## src/rtl/dna_pkg.sv

```systemverilog
`default_nettype none
// ============================================================================
// Module  : dna_pkg
// Purpose : Shared types for the DNA scan arbiter: nucleotide codes, FSM
//           state encoding, result counter width and a saturating increment.
// Ports   : none (package)
// Revision: 1.0 - initial release
// ============================================================================
package dna_pkg;

  typedef enum logic [1:0] {
    NUC_A = 2'b00,
    NUC_T = 2'b01,
    NUC_C = 2'b10,
    NUC_G = 2'b11
  } nuc_e;

  typedef enum logic [2:0] {
    ST_IDLE   = 3'd0,
    ST_CLEAR  = 3'd1,
    ST_STREAM = 3'd2,
    ST_DRAIN  = 3'd3,
    ST_REPORT = 3'd4
  } state_e;

  localparam int              CNT_W   = 8;
  localparam logic [CNT_W-1:0] CNT_MAX = '1;
  localparam logic [CNT_W-1:0] CNT_ONE = CNT_W'(1);

  // Counters stick at all-ones instead of wrapping.
  function automatic logic [CNT_W-1:0] sat_inc(input logic [CNT_W-1:0] v);
    return (v == CNT_MAX) ? v : v + CNT_ONE;
  endfunction

endpackage : dna_pkg
`default_nettype wire

```

## src/rtl/dna_rr_arb.sv

```systemverilog
`default_nettype none
// ============================================================================
// Module  : dna_rr_arb
// Purpose : Two-way round-robin grant. With both requests active the
//           requester not granted last wins; with one active, it wins.
// Ports   : req0_i, req1_i   - request lines
//           last_grant_i     - index granted previously
//           grant_o          - index granted now (0 when no request)
// Revision: 1.0 - initial release
// ============================================================================
module dna_rr_arb (
  input  logic req0_i,
  input  logic req1_i,
  input  logic last_grant_i,
  output logic grant_o
);

  always_comb begin
    grant_o = 1'b0;
    if (req0_i && req1_i) begin
      grant_o = ~last_grant_i;
    end else if (req1_i) begin
      grant_o = 1'b1;
    end
  end

endmodule : dna_rr_arb
`default_nettype wire

```

## src/rtl/dna_scan_arb.sv

```systemverilog
`default_nettype none
// ============================================================================
// Module  : dna_scan_arb
// Purpose : Arbitrates two nucleotide burst requesters onto one shared
//           spaced-pattern detector, counts beats and detector hits per
//           burst and reports them through a valid/ready result port.
// Ports   : clk, rst                      - clock, async active-high reset
//           reqN_valid/x/last, reqN_ready - requester beat handshakes
//           det_x/det_en/det_clr, det_y   - detector drive and hit flag
//           res_valid/ready/id/len/hits   - per-burst result
//           busy                          - FSM not idle
// Revision: 1.0 - initial release
// ============================================================================
module dna_scan_arb
  import dna_pkg::*;
(
  input  logic             clk,
  input  logic             rst,
  input  logic             req0_valid,
  input  logic [1:0]       req0_x,
  input  logic             req0_last,
  output logic             req0_ready,
  input  logic             req1_valid,
  input  logic [1:0]       req1_x,
  input  logic             req1_last,
  output logic             req1_ready,
  output logic [1:0]       det_x,
  output logic             det_en,
  output logic             det_clr,
  input  logic             det_y,
  output logic             res_valid,
  input  logic             res_ready,
  output logic             res_id,
  output logic [CNT_W-1:0] res_len,
  output logic [CNT_W-1:0] res_hits,
  output logic             busy
);

  state_e           state_q, state_d;
  logic             grant_q, grant_d;
  logic             last_grant_q, last_grant_d;
  logic [CNT_W-1:0] len_q, hits_q;
  logic             en_prev_q;
  logic             arb_grant;
  logic             sel_valid, sel_last;
  logic [1:0]       sel_x;
  logic             hit_count;

  dna_rr_arb u_arb (
    .req0_i      (req0_valid),
    .req1_i      (req1_valid),
    .last_grant_i(last_grant_q),
    .grant_o     (arb_grant)
  );

  // Beat signals of whichever requester owns the current burst.
  assign sel_valid = grant_q ? req1_valid : req0_valid;
  assign sel_x     = grant_q ? req1_x     : req0_x;
  assign sel_last  = grant_q ? req1_last  : req0_last;

  // det_y answers the det_en beat of the previous cycle; DRAIN exists so
  // the answer to the final beat still lands here.
  assign hit_count = det_y && en_prev_q &&
                     ((state_q == ST_STREAM) || (state_q == ST_DRAIN));

  always_comb begin
    state_d      = state_q;
    grant_d      = grant_q;
    last_grant_d = last_grant_q;
    req0_ready   = 1'b0;
    req1_ready   = 1'b0;
    det_x        = NUC_A;
    det_en       = 1'b0;
    det_clr      = 1'b0;
    res_valid    = 1'b0;
    case (state_q)
      ST_IDLE: begin
        if (req0_valid || req1_valid) begin
          grant_d = arb_grant;
          state_d = ST_CLEAR;
        end
      end
      ST_CLEAR: begin
        det_clr = 1'b1;
        state_d = ST_STREAM;
      end
      ST_STREAM: begin
        req0_ready = ~grant_q;
        req1_ready = grant_q;
        det_x      = sel_x;
        det_en     = sel_valid;
        if (sel_valid && sel_last) begin
          state_d = ST_DRAIN;
        end
      end
      ST_DRAIN: begin
        state_d = ST_REPORT;
      end
      ST_REPORT: begin
        res_valid = 1'b1;
        if (res_ready) begin
          last_grant_d = grant_q;
          state_d      = ST_IDLE;
        end
      end
      default: begin
        state_d = ST_IDLE;
      end
    endcase
  end

  always_ff @(posedge clk or posedge rst) begin
    if (rst) begin
      state_q      <= ST_IDLE;
      grant_q      <= 1'b0;
      last_grant_q <= 1'b1;
      len_q        <= '0;
      hits_q       <= '0;
      en_prev_q    <= 1'b0;
    end else begin
      state_q      <= state_d;
      grant_q      <= grant_d;
      last_grant_q <= last_grant_d;
      en_prev_q    <= det_en;
      if (state_q == ST_CLEAR) begin
        len_q  <= '0;
        hits_q <= '0;
      end else begin
        if (det_en)    len_q  <= sat_inc(len_q);
        if (hit_count) hits_q <= sat_inc(hits_q);
      end
    end
  end

  assign res_id   = grant_q;
  assign res_len  = len_q;
  assign res_hits = hits_q;
  assign busy     = (state_q != ST_IDLE);

endmodule : dna_scan_arb
`default_nettype wire

```

## config.mk

```make
export PLATFORM = sky130hd
export DESIGN_NAME = dna_scan_arb
export DESIGN_NICKNAME = d
export VERILOG_FILES = /design/src/rtl/dna_pkg.sv /design/src/rtl/dna_rr_arb.sv /design/src/rtl/dna_scan_arb.sv
export SDC_FILE = /design/constraint.sdc
export NUM_CORES = 1
export LEC_CHECK = 0
export CAP_MARGIN = 20
export CORE_MARGIN = 3
export CORE_UTILIZATION = 48
export CTS_BUF_LIST = sky130_fd_sc_hd__clkbuf_4 sky130_fd_sc_hd__clkbuf_8
export DETAILED_ROUTE_END_ITERATION = 7
export GPL_ROUTABILITY_DRIVEN = 0
export PLACE_DENSITY = 0.81
export SYNTH_ARGS = -nofsm -noshare
export SYNTH_HDL_FRONTEND = slang
export SYNTH_SLANG_ARGS = --single-unit
```

## constraint.sdc

```tcl
create_clock -name clk -period 2.6 [get_ports clk]
set_input_delay 0.52 -clock clk [delete_from_list [all_inputs] [get_ports clk]]
set_output_delay 0.52 -clock clk [all_outputs]
set_load 0.01 [all_outputs]
```

==> impl.org <==
** Setup path
- STA puts the critical path data required time at 2080 ps.
- Data arrival at the endpoint of the critical path :: just under 2000 ps
- Critical path class :: reg -> out
- STA classifies the critical path endpoint as an output port.
- R2r setup slk :: ~700 ps
- Of all nets on the critical path, the largest fanout is 7.
- Startpoint type of the worst setup path :: flip-flop

** Routing
- After the first detailed-routing iteration, the DRC count stood at 44.
- Routed Antenna Nets :: 0
- 1st-pass router iterations :: 4
- The routed design has about 3300 um of wire.
- After detailed routing, the average wire length per cell comes to 15.7 um.
- Post-DR vias/cell :: around 5.9
- After detailed routing, the number of remaining DRC violations is 0.
- The final route contains approximately 1300 vias.

** STA
- Final count of pins violating max slew :: 0
- Worst-margin pin slew :: roughly 410 ps
- The smallest clock period supported by the final layout is computed as approximately 2500 ps.
- Static timing analysis puts the maximum clock frequency at about 0.4 GHz.
- Final-report setup violation count :: 0
- The worst path meets setup with slightly above 90 ps of slack.
- Between clock sinks in the finished design, the worst skew comes to around 14 ps.
- Setup total negative slack on the finished layout was measured at 0 ps.
- Setup repair after global routing left no endpoint under its margin.
- In the finished design, the share of the clock period the worst path needs comes to 0.964.
- The number of hold violations in the final report is 0.
- The worst pin sits at a relative slew slack of 0.721.

** Floorplan
- Die Area :: 3280 um2
- 37 I/O pins were placed.
- From left edge to right edge, the die measures about 57 um.
- Die height :: around 57 um
- After floorplanning, the core was divided into 17 placement rows.
- For this configuration, the core starts out at a cell density of 0.539.
- The total area inside the core boundary comes to approximately 2300 um2.

** Synth
- Cell taking the most area after synthesis :: sky130_fd_sc_hd__dfrtp_1
- For this run, asynchronously set or reset flops after synthesis account for 1.00.
- Top cell type's share of synthesized area :: 0.417
- After synthesis the netlist holds a flip-flop and latch count of 22.
- Syn avg cell area :: 9.27 um2
- Of the synthesized area, sequential elements account for 0.438.
- After synthesis the cells add up to approximately 1300 um2.
- The Yosys step of the flow raised 0 warnings.
- The netlist uses 44 different library cells.
- Synthesis produced a netlist whose cell count is around 140.
- Number of flops mapped to enable cells by yosys :: 0
- In the synthesized netlist the dominant register cell turns out to be sky130_fd_sc_hd__dfrtp_1.
- Sorting the synthesized cells by area gives the leading types as sky130_fd_sc_hd__dfrtp_1, sky130_fd_sc_hd__nand3_1, sky130_fd_sc_hd__nand2_1.
- Number of nets produced by synthesis :: 150

** Clocking
- Post-cts hold buffer count :: 0
- At the later pin of the worst-skew pair, clock insertion delay measures 330 ps.
- In this run the number of H-tree levels came out at 1.
- TritonCTS built the clock tree.
- Master cell of the clock root buffer :: sky130_fd_sc_hd__clkbuf_4
- Worst-path clk slew :: ~130 ps
- Number of buffers between clock root and the deepest sink :: 2
- Clock tree sinks :: 22
- Clock buffer count from CTS :: 3

** Placement
- Input and output buffers added on the ports amount to 36.
- Post-Place Setup Slack :: 72.8 ps
- After legalization and detailed placement, the total HPWL measured 2370 um.

** Pwr
- Summed over all cells, the static leakage comes to between 0.7 and 0.8 nW.
- The worst-case IR drop observed on VDD is between 0.9 and 1 mV.
- Pwr/cell area :: 881 nW/um2
- The design draws ~1.6 mW.

** Finish
- Fill cells in the final layout number about 170.
- Of the cells placed in the final design, the portion with a size suffix greater than 1 is 0.158.
- Area delta synth->final :: 41.3%
- Across the whole layout, storage elements account for about 550 um2.
- In the final layout, the multi-input gates occupy 664 um2.
- Antenna Diode Count :: 0
- For this run, the post-layout net count is roughly 200.

** Global routing
- Vias in the first global route :: around 1200
- Global-route usage over all layers :: 0.210
- Initial antenna violation count :: 0
- Entering global routing, the biggest net connects 23 pins.
- GR Overflow Total :: 0
- The first global-routing pass estimated about 5400 um of wire.

** Min path
- The worst hold path belongs to the class in -> async.

** Run
- Count of max-cap constraint violations :: 0

** Status
- The run finished with clean final reports.
==> through the flow <==
step                area (um2)  hold slack (ps)  cells  utilization
floorplan                 1260              492    136            -
global placement          1690              524    203        0.720
detailed placement        1690              542    203        0.720
CTS                       1760              518    210        0.754
global route              1780              557    211        0.761
finish                    1780              511    211        0.761
==> cell usage in the layout, fill, tap and decap left out, drive strengths merged, types with 3 or more instances in the layout <==
cell type and n:
nand3 12, nor3 7, clkbuf 3, nor2 10
a21oi 9, mux2i 5, dfrtp 21, o21ai 4
a31o 3, mux2 3, clkdlybuf4s50 35, buf 11
nand2 15, inv 6
==> cell type report <==
class / count / area share
multi-input cells: 103 / 0.373
flip-flops and latches: 22 / 0.310
repair buffers: 47 / 0.250
well taps: 28 / 0.0197
inverters: 7 / 0.0176
clock inverters: 1 / 0.0169
clock buffers: 3 / 0.0126
==> synth_stat cells (3+ instances only) <==
master	instances
sky130_fd_sc_hd__dfrtp_1	21
sky130_fd_sc_hd__nand2_1	15
sky130_fd_sc_hd__nand3_1	12
sky130_fd_sc_hd__nor2_1	10
sky130_fd_sc_hd__a21oi_1	8
sky130_fd_sc_hd__nor3_1	7
sky130_fd_sc_hd__inv_1	6
sky130_fd_sc_hd__mux2i_1	5
sky130_fd_sc_hd__o21ai_0	4
sky130_fd_sc_hd__a31o_2	3
sky130_fd_sc_hd__mux2_2	3
==> state kept, by name, summed over array words and instances (netlist names) <==
register	cells
res_hits	8
res_len	8
state_q	3
en_prev_q	1
last_grant_q	1
res_id	1
==> power by group <==
part / switching [mW] / leakage (nW) / internal [mW]
Sequential: 0.0956 / 0.289 / 0.424
Clock: 0.112 / 0.0279 / 0.156
Combinational: 0.369 / 0.469 / 0.412
Total: 0.577 / 0.786 / 0.992
==> layer usage <==
metal	vias up	track usage	routed length, um	share of wire
met5	-	0	0	0
met4	0	0.0364	38	0.011
met3	6	0.0520	185	0.056
met2	49	0.372	1650	0.50
met1	602	0.261	1430	0.43
li1	594	-	-	-
==> critical path: stages (launching register included) <==
cell and delay, ps:
sky130_fd_sc_hd__dfrtp_1 450, sky130_fd_sc_hd__nand2b_1 190, sky130_fd_sc_hd__or2_2 360, sky130_fd_sc_hd__inv_1 120, sky130_fd_sc_hd__clkdlybuf4s50_1 540
==> logic make-up after synthesis <==
family | Yosys count | synth area share
flip-flops | 22 | 0.438
adder cells (fa/ha/maj) | 2 | 0.0198
buffers and inverters | 11 | 0.0436
multiplexers | 8 | 0.0665
AND/OR/NAND/NOR | 60 | 0.237
XOR/XNOR | 1 | 0.00695
AO/OA/AOI/OAI | 32 | 0.189
==> worst paths after layout <==
check	from	to	depth (start not counted)
worst max-delay path	state_q[1]	det_clr	4
worst min-delay path	rst	state_q[1]	3
worst max register to register	state_q[1]	res_len[4]	5
worst min register to register	res_len[3]	res_len[3]	1
max in group asynchronous	rst	last_grant_q	3
min in group clk	res_len[3]	res_len[3]	1
==> repair_timing <==
| action | CTS | global route |
|---|---|---|
| endpoints found under the setup margin | 1 | 1 |
| setup buffers | 3 | 1 |
| resized for setup | 2 | 3 |
Power figures use the tool's default switching activity.
